===== src/rtl/synth_pkg.sv =====
// synth_pkg: shared widths for the synthesizer sample stream and I2S framing
package synth_pkg;
   localparam int SAMPLE_W       = 24;
   localparam int STREAM_W       = 32;
   localparam int I2S_SLOT_BITS  = 32;
   localparam int I2S_FRAME_BITS = 64;
endpackage


===== src/rtl/sample_fifo.sv =====
// sample_fifo: synchronous DEPTH x SAMPLE_W FIFO with show-ahead head word
// ports: clk/n_rst, push+din in, pop in, dout (head), full, empty, level (occupancy)
module sample_fifo
   import synth_pkg::*;
#(
   parameter int DEPTH = 16
) (
   input  logic                  clk,
   input  logic                  n_rst,
   input  logic                  push,
   input  logic [SAMPLE_W-1:0]   din,
   input  logic                  pop,
   output logic [SAMPLE_W-1:0]   dout,
   output logic                  full,
   output logic                  empty,
   output logic [$clog2(DEPTH):0] level
);
   localparam int AW = $clog2(DEPTH);
   localparam logic [AW:0] CNT_FULL = (AW+1)'(DEPTH);
   logic [SAMPLE_W-1:0] mem_q [DEPTH];
   logic [AW-1:0] wr_q, wr_d, rd_q, rd_d;
   logic [AW:0] cnt_q, cnt_d;
   logic push_ok, pop_ok;
   assign full  = cnt_q == CNT_FULL;
   assign empty = cnt_q == '0;
   assign dout  = mem_q[rd_q];
   assign level = cnt_q;
   always_comb begin
      push_ok = push & ~full;
      pop_ok  = pop & ~empty;
      wr_d    = wr_q + AW'(push_ok);
      rd_d    = rd_q + AW'(pop_ok);
      cnt_d   = cnt_q + (AW+1)'(push_ok) - (AW+1)'(pop_ok);
   end
   always_ff @(posedge clk or negedge n_rst) begin
      if (!n_rst) begin
         wr_q  <= '0;
         rd_q  <= '0;
         cnt_q <= '0;
      end else begin
         wr_q  <= wr_d;
         rd_q  <= rd_d;
         cnt_q <= cnt_d;
      end
   end
   always_ff @(posedge clk) begin
      if (push_ok) mem_q[wr_q] <= din;
   end
endmodule


===== src/rtl/synth_i2s_sink.sv =====
// synth_i2s_sink: Avalon-ST sample sink that plays a mono stream as an I2S stereo frame
// ports: clk/n_rst; asi_snk0_{data,valid,ready} stream in; o_bclk/o_lrck/o_sdata I2S out;
//        o_underrun pulse on an empty frame start (once primed); o_level FIFO occupancy
module synth_i2s_sink
   import synth_pkg::*;
#(
   parameter int DEPTH    = 16,
   parameter int BCLK_DIV = 4
) (
   input  logic                   clk,
   input  logic                   n_rst,
   input  logic [STREAM_W-1:0]    asi_snk0_data,
   input  logic                   asi_snk0_valid,
   output logic                   asi_snk0_ready,
   output logic                   o_bclk,
   output logic                   o_lrck,
   output logic                   o_sdata,
   output logic                   o_underrun,
   output logic [$clog2(DEPTH):0] o_level
);
   localparam int DW = BCLK_DIV > 1 ? $clog2(BCLK_DIV) : 1;
   localparam int BW = $clog2(I2S_FRAME_BITS);
   localparam int SW = $clog2(I2S_SLOT_BITS);
   logic [DW-1:0] div_q, div_d;
   logic [BW-1:0] bit_q, bit_d;
   logic [SAMPLE_W-1:0] hold_q, hold_d, head;
   logic bclk_q, bclk_d, lrck_q, lrck_d, sdata_q, sdata_d;
   logic underrun_q, underrun_d, primed_q, primed_d;
   logic tc, fall, frame_start, push, pop, full, empty;
   logic [SW-1:0] s, idx;
   logic unused_hi;
   assign unused_hi      = |asi_snk0_data[STREAM_W-1:SAMPLE_W];
   assign asi_snk0_ready = ~full;
   assign push           = asi_snk0_valid & ~full;
   sample_fifo #(.DEPTH(DEPTH)) u_fifo (
      .clk   (clk),
      .n_rst (n_rst),
      .push  (push),
      .din   (asi_snk0_data[SAMPLE_W-1:0]),
      .pop   (pop),
      .dout  (head),
      .full  (full),
      .empty (empty),
      .level (o_level)
   );
   always_comb begin
      tc          = div_q == DW'(BCLK_DIV - 1);
      fall        = tc & bclk_q;
      div_d       = tc ? '0 : div_q + DW'(1);
      bclk_d      = bclk_q ^ tc;
      bit_d       = bit_q + BW'(fall);
      s           = bit_d[SW-1:0];
      idx         = SW'(SAMPLE_W) - s;
      // slot bit 0 is the I2S one-bit delay; bits 1..24 carry the sample MSB first
      frame_start = fall & (bit_d == '0);
      pop         = frame_start & ~empty;
      lrck_d      = fall ? bit_d[BW-1] : lrck_q;
      sdata_d     = fall ? (s != '0 && s <= SW'(SAMPLE_W) ? hold_q[idx] : 1'b0) : sdata_q;
      hold_d      = frame_start ? (empty ? '0 : head) : hold_q;
      underrun_d  = frame_start & empty & primed_q;
      primed_d    = primed_q | push;
   end
   always_ff @(posedge clk or negedge n_rst) begin
      if (!n_rst) begin
         div_q      <= '0;
         bit_q      <= '0;
         hold_q     <= '0;
         bclk_q     <= 1'b0;
         lrck_q     <= 1'b0;
         sdata_q    <= 1'b0;
         underrun_q <= 1'b0;
         primed_q   <= 1'b0;
      end else begin
         div_q      <= div_d;
         bit_q      <= bit_d;
         hold_q     <= hold_d;
         bclk_q     <= bclk_d;
         lrck_q     <= lrck_d;
         sdata_q    <= sdata_d;
         underrun_q <= underrun_d;
         primed_q   <= primed_d;
      end
   end
   assign o_bclk     = bclk_q;
   assign o_lrck     = lrck_q;
   assign o_sdata    = sdata_q;
   assign o_underrun = underrun_q;
endmodule


===== config.mk =====
export PLATFORM = sky130hd
export DESIGN_NAME = synth_i2s_sink
export DESIGN_NICKNAME = d
export VERILOG_FILES = /design/src/rtl/synth_pkg.sv /design/src/rtl/sample_fifo.sv /design/src/rtl/synth_i2s_sink.sv
export SDC_FILE = /design/constraint.sdc
export NUM_CORES = 1
export LEC_CHECK = 0
export CAP_MARGIN = 5
export CORE_UTILIZATION = 30
export CTS_CLUSTER_SIZE = 25
export DETAILED_ROUTE_END_ITERATION = 10
export DONT_BUFFER_PORTS = 1
export GPL_ROUTABILITY_DRIVEN = 0
export SLEW_MARGIN = 20
export SYNTH_ARGS = -nofsm -noshare
export SYNTH_HDL_FRONTEND = slang
export SYNTH_SLANG_ARGS = --single-unit
export TNS_END_PERCENT = 50

===== constraint.sdc =====
create_clock -name clk -period 4.06 [get_ports clk]
set_input_delay 0.812 -clock clk [delete_from_list [all_inputs] [get_ports clk]]
set_output_delay 0.812 -clock clk [all_outputs]
set_load 0.02 [all_outputs]

==> flow_summary.toml <==
[timing]
rsz0062_at_grt = "no"
skew_ns = 0.0245
finalHoldViolations = 0
finalSetupTns_ns = 0
relSlewSlack_pct = 40.9
fmax_ghz = 0.274
min_period_ns = 3.65
setup_violations = 0
timing.final.crit_share_pct = 89.9
worst_slew_pin_slew_ns = 0.886
drv_slew = 0

[cts]
clk_latency_ns = 0.58
cts.sinks = 434
cts_tree = "done"
numCtsBuffers = 45
cts_htree_levels = 2
path_clk_slew_ns = 0.06
cts_root_buf = "clkbuf_16"
cts_buffer_depth = 3

[synthesis]
yosysMostFrequentCell = "edfxtp_1"
syn_nets = 840
synth.top_cells.by_area = "edfxtp_1 (68%), mux4_2 (16%), dfrtp_1 (7.4%)"
yosys.area.top_type = "edfxtp_1"
postSynthCellCount = 789
synth_cell_types = 49
yosysSeqAreaShare_pct = 75.3
synth_top_area_share_pct = 67.9
synth_seq_cells = 434
ys.flop_type = "edfxtp_1"
postSynthAreaPerCell_sq_um = 21.5
synthArstFlopShare_pct = 11.5
synth_warnings = 0
synthTopCellsByCount = "edfxtp_1 (384), mux4_2 (120), dfrtp_1 (50), nand2_1 (33)"
synth_area_sq_um = 17000
synth-edff-count = 384

[grt]
overflow = 0
grtUsageTotal_pct = 12.7
grt_pass1_vias = 7995
antenna_found_initial = 0
grt_pass1_wl_um = 53500
grt_max_degree = 52

[pwr]
power_density_nw_per_um2 = 533
switchingPower_mw = 2.46
comb_power_share_pct = 8.2
power_mw = 10.5
p_sw_share_pct = 23.4
pwr-share-clk_pct = 39.6
p_int_mw = 8.04
max-vdd-ir-drop_mv = 0.286
p_leak_nw = 6.25
p_seq_share_pct = 52.3

[detailed_routing]
drtPass1Iterations = 4
antenna_left = 0
initialDrtViolationCount = 622
vias = 7665
drc = 0
wl_per_cell_um = 22.1
vias_per_cell = 4.73
routed_wl_um = 35700

[cells_and_area]
n_fill_cell = 5161
nets = 886
antennaDiodeCount = 0
syn2layout_area_growth_pct = 16.1
drive_above_1_share_pct = 28.6

[floorplan]
start_util_pct = 30.6
coreArea_sq_um = 55500
row_count = 86
die-area_sq_um = 57600
dieWidth_um = 240
io_pins = 45
die_h_um = 240

[job]
drv_cap = 0

[min_path]
hold_path.class = "input pin to async pin"

[setup_path]
arrival_ns = 4.09
start_kind = "register"
cp.required_ns = 4.50
crit_type = "register to register"
cp_max_fo = 7
endpoint_kind = "register"

[run_status]
status = "complete, no violations"

[place]
dp_hpwl_um = 20600
io_buffers = 0
-- logic make-up after synthesis --
group / share of synthesized area (%)
AOI/OAI and AO/OA: 1.33
and+or+nand+nor: 2.10
xor gates and xnor gates: 0.862
buffers and inverters: 2.04
DFF: 75.3
muxes: 17.2
adders and majority gates: 1.22
-- per-stage QoR --
| step | util [%] | cells | setup WS [ns] | cell area (sq um) | hold slack, ns |
|---|---|---|---|---|---|
| 2_1_floorplan | - | 789 | 0.252 | 17000 | 0.403 |
| 3_3_place_gp | 32.7 | 1535 | 0.421 | 18200 | 0.413 |
| 3_5_place_dp | 32.7 | 1535 | 0.422 | 18200 | 0.423 |
| 4_1_cts | 35.5 | 1619 | 0.402 | 19700 | 0.0872 |
| 5_1_grt | 35.5 | 1619 | 0.0262 | 19700 | 0.106 |
| 6_report | 35.5 | 1619 | 0.411 | 19700 | 0.109 |
-- sequential cells by signal, indices dropped and copies added, names as in the netlist --
signal / flops
o_lrck: 1
u_fifo.rd_q: 4
u_fifo.wr_q: 4
primed_q: 1
hold_q: 24
u_fifo.mem_q: 384
o_bclk: 1
div_q: 2
o_underrun: 1
o_sdata: 1
bit_q: 6
u_fifo.level: 5
-- layout by cell type, fill, tap and decap left out, drive strengths merged, types with 2 or more instances in the layout --
cell / netlist / final
edfxtp: 384 / 384
mux4: 127 / 127
clkbuf: 21 / 66
dfrtp: 50 / 50
buf: 17 / 38
clkinv: 24 / 34
nand2: 33 / 33
o21ai: 25 / 25
nor2: 19 / 19
inv: 16 / 17
ha: 15 / 15
xnor2: 9 / 9
xor2: 5 / 5
nor3: 5 / 5
nand3: 4 / 4
bufinv: 0 / 4
nand4: 3 / 3
a21oi: 3 / 3
nand2b: 3 / 3
and2: 2 / 2
mux2i: 2 / 2
clkinvlp: 0 / 2
o22ai: 2 / 2
-- repair_timing --
action | CTS | global route
hold buffers | 1 | 0
setup endpoints to repair | 0 | 0
buffers inserted | 0 | 0
hold endpoints to repair | 50 | 0
resized for setup | 0 | 0
-- worst max-delay path, cell delays in order (launching register included) --
cell and delay (ns):
dfrtp_1 0.38, ha_1 0.21, ha_1 0.30, ha_1 0.26, and2_2 0.24, nand4_1 0.13, xor2_1 0.24, nand4_1 0.14
or2_1 0.26, inv_2 0.08, ha_1 0.22, inv_1 0.06, ha_1 0.15, inv_1 0.06, fa_1 0.42, inv_1 0.07
a21oi_1 0.06, nor2_1 0.09, nor2_1 0.06, xnor2_1 0.11
-- power groups by stage --
stage	Combinational, mW	Clock (mW)	Sequential (mW)
final	0.858	4.16	5.49
after global routing	0.938	4.40	5.52
after CTS	0.884	4.24	5.49
after detailed placement	0.868	0	5.58
after global placement	0.858	0	5.56
after floorplan	0.499	0	5.52
-- final cells by class --
| type | instances | area, sq um | share of cell area (%) |
|---|---|---|---|
| Multi-Input combinational cell | 276 | 3960 | 20.1 |
| Timing Repair Buffer | 38 | 368 | 1.87 |
| Clock buffer | 66 | 1260 | 6.42 |
| Tap cell | 748 | 936 | 4.75 |
| Inverter | 40 | 150 | 0.762 |
| Clock inverter | 17 | 236 | 1.20 |
| Sequential cell | 434 | 12800 | 64.9 |
-- worst paths after layout --
path / start / endpoint / slack, ns / depth (start not counted)
worst max-delay path: div_q[0] / u_fifo.level[4] / 0.41 / 19
worst min-delay path: n_rst / hold_q[2] / 0.11 / 1
worst max register to register: div_q[0] / u_fifo.level[4] / 0.41 / 19
worst min register to register: div_q[0] / div_q[0] / 0.43 / 1
max in group asynchronous: n_rst / u_fifo.rd_q[0] / 3.71 / 1
min in group clk: asi_snk0_data[10] / u_fifo.mem_q[12][10] / 0.33 / 0
-- per-layer routing --
layer  track usage [%]  share of wire, %
met5                 0                 0
met2              20.6                48
met3              2.56               5.4
met4              3.20               1.7
met1              17.6                45
Note: power is estimated with default switching activity, not from simulation.
